**src/rtl/noc_pkg.sv**
```systemverilog
// Shared definitions for the 4x4 mesh NoC: flit layout, field positions and
// the router-index to mesh-location table used by the routing stages.
package noc_pkg;

    localparam int FLIT_W       = 17;
    localparam int DEST_COL_LSB = 0;
    localparam int DEST_ROW_LSB = 4;
    localparam int PAYLOAD_LSB  = 8;
    localparam int DEST_W       = 4;
    localparam int PAYLOAD_W    = FLIT_W - PAYLOAD_LSB;
    localparam int MESH_DIM     = 4;
    localparam int NUM_ROUTERS  = MESH_DIM * MESH_DIM;

    typedef logic [FLIT_W-1:0] flit_t;

    typedef struct packed {
        logic [1:0] row;
        logic [1:0] col;
    } mesh_loc_t;

    // Routers are numbered row-major: index = row*4 + col.
    function automatic mesh_loc_t router_loc(input logic [3:0] id);
        mesh_loc_t loc;
        case (id)
            4'd0:    loc = '{row: 2'd0, col: 2'd0};
            4'd1:    loc = '{row: 2'd0, col: 2'd1};
            4'd2:    loc = '{row: 2'd0, col: 2'd2};
            4'd3:    loc = '{row: 2'd0, col: 2'd3};
            4'd4:    loc = '{row: 2'd1, col: 2'd0};
            4'd5:    loc = '{row: 2'd1, col: 2'd1};
            4'd6:    loc = '{row: 2'd1, col: 2'd2};
            4'd7:    loc = '{row: 2'd1, col: 2'd3};
            4'd8:    loc = '{row: 2'd2, col: 2'd0};
            4'd9:    loc = '{row: 2'd2, col: 2'd1};
            4'd10:   loc = '{row: 2'd2, col: 2'd2};
            4'd11:   loc = '{row: 2'd2, col: 2'd3};
            4'd12:   loc = '{row: 2'd3, col: 2'd0};
            4'd13:   loc = '{row: 2'd3, col: 2'd1};
            4'd14:   loc = '{row: 2'd3, col: 2'd2};
            4'd15:   loc = '{row: 2'd3, col: 2'd3};
            default: loc = '{row: 2'd0, col: 2'd0};
        endcase
        return loc;
    endfunction

    // Destination fields in a flit are one-hot over the four rows/columns.
    function automatic logic [DEST_W-1:0] to_onehot(input logic [1:0] idx);
        logic [DEST_W-1:0] oh;
        case (idx)
            2'd0:    oh = 4'b0001;
            2'd1:    oh = 4'b0010;
            2'd2:    oh = 4'b0100;
            2'd3:    oh = 4'b1000;
            default: oh = 4'b0000;
        endcase
        return oh;
    endfunction

    function automatic logic [DEST_W-1:0] flit_dest_row(input flit_t f);
        return f[DEST_ROW_LSB +: DEST_W];
    endfunction

    function automatic logic [DEST_W-1:0] flit_dest_col(input flit_t f);
        return f[DEST_COL_LSB +: DEST_W];
    endfunction

endpackage

```
**src/rtl/input_flit_buffer.sv**
```systemverilog
// Per-input-port first-word-fall-through flit FIFO feeding direction_analyzer.
// Head flit is visible one cycle after it is written; removal on allocator pop.
module input_flit_buffer
    import noc_pkg::*;
#(
    parameter int DEPTH     = 4,
    parameter int ROUTER_ID = 0
) (
    input  logic                     clk,
    input  logic                     rst_n,
    input  logic                     valid_i,
    input  flit_t                    data_i,
    output logic                     ready_o,
    output logic                     valid_o,
    output flit_t                    data_o,
    input  logic                     pop_i,
    output logic [$clog2(DEPTH):0]   count_o,
    output logic                     err_o
);

    localparam int PTR_W = $clog2(DEPTH);
    localparam int CNT_W = PTR_W + 1;
    localparam logic [CNT_W-1:0] FULL_CNT = CNT_W'(DEPTH);
    localparam logic [CNT_W-1:0] CNT_ONE  = CNT_W'(1'b1);
    localparam logic [PTR_W-1:0] PTR_ONE  = PTR_W'(1'b1);

    // Reject bad elaboration-time parameters; ROUTER_ID is otherwise only a debug tag.
    if ((DEPTH < 2) || ((DEPTH & (DEPTH - 1)) != 0) || (ROUTER_ID < 0) || (ROUTER_ID >= NUM_ROUTERS)) begin : g_bad_param
        $error("input_flit_buffer: DEPTH must be a power of two >= 2 and ROUTER_ID in 0..15");
    end

    flit_t            mem_r [DEPTH];
    logic [PTR_W-1:0] wr_ptr_r;
    logic [PTR_W-1:0] rd_ptr_r;
    logic [CNT_W-1:0] count_r;
    logic             err_r;

    logic [PTR_W-1:0] wr_ptr_nxt_s;
    logic [PTR_W-1:0] rd_ptr_nxt_s;
    logic [CNT_W-1:0] count_nxt_s;
    logic             err_nxt_s;
    logic             empty_s;
    logic             full_s;
    logic             push_s;
    logic             pop_s;

    // Occupancy status and handshake qualification, from registered count only.
    always_comb begin
        empty_s = (count_r == {CNT_W{1'b0}});
        full_s  = (count_r == FULL_CNT);
        push_s  = valid_i & ~full_s;
        pop_s   = pop_i & ~empty_s;
    end

    // Next-state for pointers, occupancy and the sticky underflow flag.
    always_comb begin
        wr_ptr_nxt_s = wr_ptr_r;
        rd_ptr_nxt_s = rd_ptr_r;
        count_nxt_s  = count_r;
        err_nxt_s    = err_r;

        if (push_s) begin
            wr_ptr_nxt_s = wr_ptr_r + PTR_ONE;
        end else begin
            wr_ptr_nxt_s = wr_ptr_r;
        end

        if (pop_s) begin
            rd_ptr_nxt_s = rd_ptr_r + PTR_ONE;
        end else begin
            rd_ptr_nxt_s = rd_ptr_r;
        end

        case ({push_s, pop_s})
            2'b10:   count_nxt_s = count_r + CNT_ONE;
            2'b01:   count_nxt_s = count_r - CNT_ONE;
            default: count_nxt_s = count_r;
        endcase

        if (pop_i && empty_s) begin
            err_nxt_s = 1'b1;
        end else begin
            err_nxt_s = err_r;
        end
    end

    // Control state registers; stored flits are discarded by clearing count.
    always_ff @(posedge clk or negedge rst_n) begin
        if (!rst_n) begin
            wr_ptr_r <= {PTR_W{1'b0}};
            rd_ptr_r <= {PTR_W{1'b0}};
            count_r  <= {CNT_W{1'b0}};
            err_r    <= 1'b0;
        end else begin
            wr_ptr_r <= wr_ptr_nxt_s;
            rd_ptr_r <= rd_ptr_nxt_s;
            count_r  <= count_nxt_s;
            err_r    <= err_nxt_s;
        end
    end

    // Flit storage; deliberately not reset so it maps onto plain RAM/regfile.
    always_ff @(posedge clk) begin
        if (push_s) begin
            mem_r[wr_ptr_r] <= data_i;
        end
    end

    // Head flit is masked to zero when empty so stale slots never leak downstream.
    always_comb begin
        if (!empty_s) begin
            data_o = mem_r[rd_ptr_r];
        end else begin
            data_o = {FLIT_W{1'b0}};
        end
    end

    assign valid_o = ~empty_s;
    assign ready_o = ~full_s;
    assign count_o = count_r;
    assign err_o   = err_r;

endmodule

```
**config.mk**
```make
export PLATFORM = sky130hd
export DESIGN_NAME = input_flit_buffer
export DESIGN_NICKNAME = d
export VERILOG_FILES = /design/src/rtl/noc_pkg.sv /design/src/rtl/input_flit_buffer.sv
export SDC_FILE = /design/constraint.sdc
export NUM_CORES = 1
export LEC_CHECK = 0
export BUFFER_PORTS_ARGS = -buffer_cell sky130_fd_sc_hd__buf_2
export CORE_ASPECT_RATIO = 0.7
export CORE_MARGIN = 3
export CORE_UTILIZATION = 50
export DETAILED_ROUTE_END_ITERATION = 8
export PLACE_DENSITY_LB_ADDON = 0.05
export SLEW_MARGIN = 5
export SYNTH_ARGS = -nofsm -noshare
export SYNTH_HDL_FRONTEND = slang
export SYNTH_SLANG_ARGS = --single-unit
```
**constraint.sdc**
```tcl
create_clock -name clk -period 2.31 [get_ports clk]
set_input_delay 0.1155 -clock clk [delete_from_list [all_inputs] [get_ports clk]]
set_output_delay 0.1155 -clock clk [all_outputs]
set_load 0.05 [all_outputs]
```
## Yosys cells after proc, flatten, opt, wreduce, memory -nomap -nowiden

Memories as Yosys holds them, arrays and structs flattened.
Index checks and enable logic that the tools add are counted.

- Flip-flop bits (word level): 8
- Memory bits (writable): 68
- Output and inout port bits: 23
- Memories: 1

- Add/subtract/negate cells: 4
- Equal/unequal tests: 3
- Mux-type cells: 4
- Bitwise logic cells: 4
- Reduce and logical (&&, ||, !) cells: 3

Memories:

| memory | words | bits a word | read ports | clocked after Yosys merged registers in | wr ports | line | source |
|---|---|---|---|---|---|---|---|
| mem_r | 4 | 17 | 1 | 0 | 1 | input_flit_buffer.sv:32 | `flit_t mem_r [DEPTH];` |

Operators by type and width:

| cell | number |
|---|---|
| $mux W17 | 1 |
| $pmux W3 S2 | 1 |
| $add A2 B1 Y2 const B | 2 |
| $add A3 B1 Y3 const B | 1 |
| $eq A3 B3 Y1 const B | 1 |
| $logic_not A3 Y1 | 1 |
| $sub A3 B1 Y3 const B | 1 |
| $and A1 B1 Y1 | 2 |
| $eq A2 B1 Y1 const B | 1 |
| $eq A2 B2 Y1 const B | 1 |
| $mux W1 | 2 |
| $not A1 Y1 | 2 |
| $reduce_bool A2 Y1 | 1 |
| $logic_and A1 B1 Y1 | 1 |

## Longest topological paths before layout

- Depth after elaboration: 5
- Mapped depth: 9
- Depth with buffers taken out: 9

## Least setup slack after synthesis

OpenSTA, ideal clock, no wires.

- Kind: register to register
- Start: register count_r[2], in the netlist count_o[2]
- End: register count_r[2], in the netlist count_o[2]
- Library setup time: 82 ps
- Data arrival time: 2405 ps
- Required time: 2228 ps
- Path slack: -176 ps
- Stages on the path, launching flop included: 10
- Period minus slack after synthesis: 2486 ps
- Cell sequence: dfrtp_1 -> or3b_4 -> and2_4 -> inv_1 -> ha_1 -> inv_1 -> fa_1 -> xor2_1 -> nor2_1 -> xor2_1

- Cells in the longest elaborated chain, start to end: 5
- Elaborated cells between the ends (all ways): 12

RTL lines:

| what | line | source |
|---|---|---|
| start, declared | input_flit_buffer.sv:35 | `logic [CNT_W-1:0] count_r;` |
| start signal, assigned | input_flit_buffer.sv:92 | `count_r <= {CNT_W{1'b0}};` |
| start signal, assigned | input_flit_buffer.sv:97 | `count_r <= count_nxt_s;` |
| $eq A3 B3 Y1 (*) | input_flit_buffer.sv:50 | `full_s = (count_r == FULL_CNT);` |
| $not A1 Y1 (*) | - |  |
| via ready_o | input_flit_buffer.sv:13 | `output logic ready_o,` |
| $and A1 B1 Y1 (*) | input_flit_buffer.sv:51 | `push_s = valid_i & ~full_s;` |
| $eq A2 B1 Y1 / $eq A2 B2 Y1 (equally long branches) | input_flit_buffer.sv:74 | `case ({push_s, pop_s})` |
| $pmux W3 S2 / $reduce_bool A2 Y1 (equally long branches) | - |  |

The timed path passes the listed nets; every way through them passes the cells marked *.
A chain may end at the register's enable or synchronous reset.

## Worst setup path after layout

- Start: register count_r[1], in the netlist count_o[1]
- End: register count_r[2], in the netlist count_o[2]

- Cells in the longest elaborated chain, start to end: 5
- Elaborated cells between the ends (all ways): 12

RTL lines:

| what | line |
|---|---|
| $eq A3 B3 Y1 / $logic_not A3 Y1 (equally long branches) | input_flit_buffer.sv:50, input_flit_buffer.sv:49 |
| $not A1 Y1 (on tied branches) | input_flit_buffer.sv:51, input_flit_buffer.sv:52 |
| $and A1 B1 Y1 (on tied branches) | input_flit_buffer.sv:51, input_flit_buffer.sv:52 |
| $eq A2 B1 Y1 / $eq A2 B2 Y1 (equally long branches) | input_flit_buffer.sv:74 |
| $pmux W3 S2 / $reduce_bool A2 Y1 (equally long branches) | - |

Parallel ways exist; a longest one is shown, timed or not.

==> flow_metrics.py <==
metrics = {
    "synth": {
        "yosys-top-cells-count": "edfxtp_1 (68), and2_1 (18), mux4_2 (17)",
        "syn_inst": 148,
        "synth_cell_types": 22,
        "yosysWarnings": 0,
        "synth_area_mm2": 0.003035,
        "synth_top_area_frac": 0.6727,
        "synth_ff_type": "edfxtp_1",
        "syn-num-nets": 175,
        "synth_most_common_cell": "edfxtp_1",
        "synthTopCellsByArea": "edfxtp_1 (67%), mux4_2 (13%), dfrtp_1 (6.6%)",
        "syn_area_per_cell_um2": 20.51,
        "synth_edf_count": 68,
        "ys_async_sr_fraction": 0.1053,
        "ys_seq_area_frac": 0.7387,
        "ys_seq_elements": 76,
        "yosys.area.top_type": "edfxtp_1",
    },
    "die": {
        "die_h_um": 71.19,
        "die-area_mm2": 0.007057,
        "fp-row-count": 23,
        "die_x_um": 99.13,
        "coreArea_mm2": 0.005784,
        "initial_utilization": 0.5248,
        "ioPinCount": 44,
    },
    "sta": {
        "slew_viol_final": 0,
        "finalCritPeriodShare": 0.9384,
        "hold_violations": 0,
        "min_period_ps": 2168,
        "max_freq_ghz": 0.4613,
        "rsz0062_at_grt": "false",
        "skew_ps": 9.423,
        "relSlewSlack": 0.3461,
        "setup_viol": 0,
        "tightest_slew_ps": 980.9,
        "tns_ps": 0,
    },
    "critical_path": {
        "startpoint_type": "flip-flop",
        "ff2ff_setup_slack_ps": 140,
        "slowest_delay_ps": 430,
        "reg2reg_to": "count_o[2]",
        "crit_slowest_cell": "or3b_4",
        "critPathMaxFanout": 6,
        "path_delay_family": "simple AND/OR/NAND/NOR gates",
        "end_kind": "flip-flop",
        "arrival_ps": 2430,
        "path_cells": "or3b_4 -> and2_4 -> inv_1 -> ha_2 -> inv_1 -> fa_2 -> xor2_1 -> nor2_1 -> xor2_1",
        "r2r-start": "count_o[1]",
        "critPathKind": "reg2reg",
        "required_ps": 2570,
        "cp_num_cells": 9,
        "rr_worst_depth": 9,
        "crit_buf_inv": 2,
    },
    "place": {
        "finalWeightedCongestion": 0.7192,
        "io_buffers": 43,
        "post-dp-hpwl_mm": 3.238,
        "dpl-instance-area_mm2": 0.003332,
    },
    "global_route": {
        "grt_max_degree": 21,
        "grt_usage": 0.1656,
        "grt_pass1_vias": 1634,
        "antenna_found_initial": 0,
        "grt_pass1_wl_mm": 8.349,
        "grt_remaining_overflow": 0,
    },
    "clock_tree": {
        "cts_resized": 0,
        "insertion_delay_ps": 340,
        "cts_buffers": 9,
        "cts_tree": "done",
        "root_buffer": "clkbuf_8",
        "clock_sinks": 76,
        "cts_buffer_depth": 2,
        "h-tree-depth": 3,
        "clk_pin_slew_ps": 80,
    },
    "finish": {
        "area.growth.synth_to_final_pct": 23.25,
        "nFillCells": 407,
        "n_antenna_cell": 0,
        "fin_area_mm2": 0.003741,
        "nets": 243,
        "drive_gt1_frac": 0.3891,
    },
    "drt": {
        "drc": 0,
        "drtPass1Iterations": 4,
        "wirelength_mm": 5.190,
        "initialDrtViolationCount": 78,
        "avgViaCountPerCell": 5.155,
        "wl_per_cell_um": 17.53,
        "antenna_left": 0,
        "vias": 1526,
    },
    "flow_run": {
        "cap_violations": 0,
    },
    "worst_hold_path": {
        "min_path_type": "in2reg",
        "min_path_cells": 1,
        "whs_endpoint": "mem_r[0][16]",
        "min-delay-start": "data_i[16]",
    },
    "outcome": {
        "status": "finished, final reports clean",
    },
}
-- through the flow --
step / worst slack [ps] / hold WS, ps / utilization / std cells
finish: 142.4 / 21.09 / 0.6468 / 296
global route: 27.48 / 2.287 / 0.6468 / 296
CTS: 144.4 / 2.520 / 0.6468 / 296
detailed placement: 156.9 / -23.96 / 0.5760 / 263
global placement: 251.5 / -37.48 / 0.5760 / 263
floorplan: 9.518 / -180.1 / - / 148
-- how the worst max path moves through the flow --
stage / start / to / slack [ps]
finish: count_o[1] / count_o[2] / 140
global route: count_o[1] / count_o[2] / 30
CTS: count_o[1] / count_o[2] / 140
detailed placement: count_o[1] / count_o[2] / 160
global placement: count_o[1] / count_o[2] / 250
floorplan: count_o[2] / count_o[2] / 10
-- timing repair --
item,4_1_cts,5_1_grt
hold buffers,17,0
endpoints found under the hold margin,72,0
endpoints found under the setup margin,0,0
setup buffers,0,0
-- layout by cell type (no fill, tap or decap), types with 3 or more instances in the layout --
master	netlist	layout
buf_2	2	43
dfrtp_2	0	3
bufinv_16	0	3
and2_1	18	18
inv_1	7	7
mux4_2	17	17
dfrtp_1	8	5
clkbuf_8	0	9
xor2_1	3	3
edfxtp_1	68	68
dlygate4sd3_1	0	17
and3_1	4	4
xnor2_1	3	3
buf_4	0	3
ha_1	5	4
-- registers in the layout, indices dropped and copies added, names as in the netlist --
name / cells
mem_r: 68
count_o: 3
rd_ptr_r: 2
wr_ptr_r: 2
err_o: 1
-- layout make-up --
type	count	area, um^2	share of cell area
flip-flops and latches	76	2246	0.6003
multi-input cells	59	728.2	0.1946
inverters	7	26.28	0.007023
clock inverters	6	111.4	0.02977
repair buffers	63	407.9	0.1090
well taps	75	93.84	0.02508
clock buffers	10	127.6	0.03411
-- cells by family (layout without fill, tap and decap cells) --
family	count (synthesis)	in the layout	share of synthesized area
flip-flops	76	76	0.7387
AND/OR/NAND/NOR	27	27	0.05688
multiplexers	19	19	0.1344
buffers and inverters	13	86	0.02308
adder cells (fa/ha/maj)	6	6	0.02721
XOR/XNOR	6	6	0.01732
AO/OA/AOI/OAI	1	1	0.002474
-- layer usage --
metal / share of wire / track usage / up-vias
met5: 0 / 0 / -
met4: 0.0073 / 0.05909 / 0
met3: 0.051 / 0.05911 / 6
met2: 0.52 / 0.2768 / 42
met1: 0.42 / 0.2015 / 771
li1: - / - / 707
Power is not shown: default switching activity piles up to over one toggle a cycle in this logic, so the estimate is an artifact.
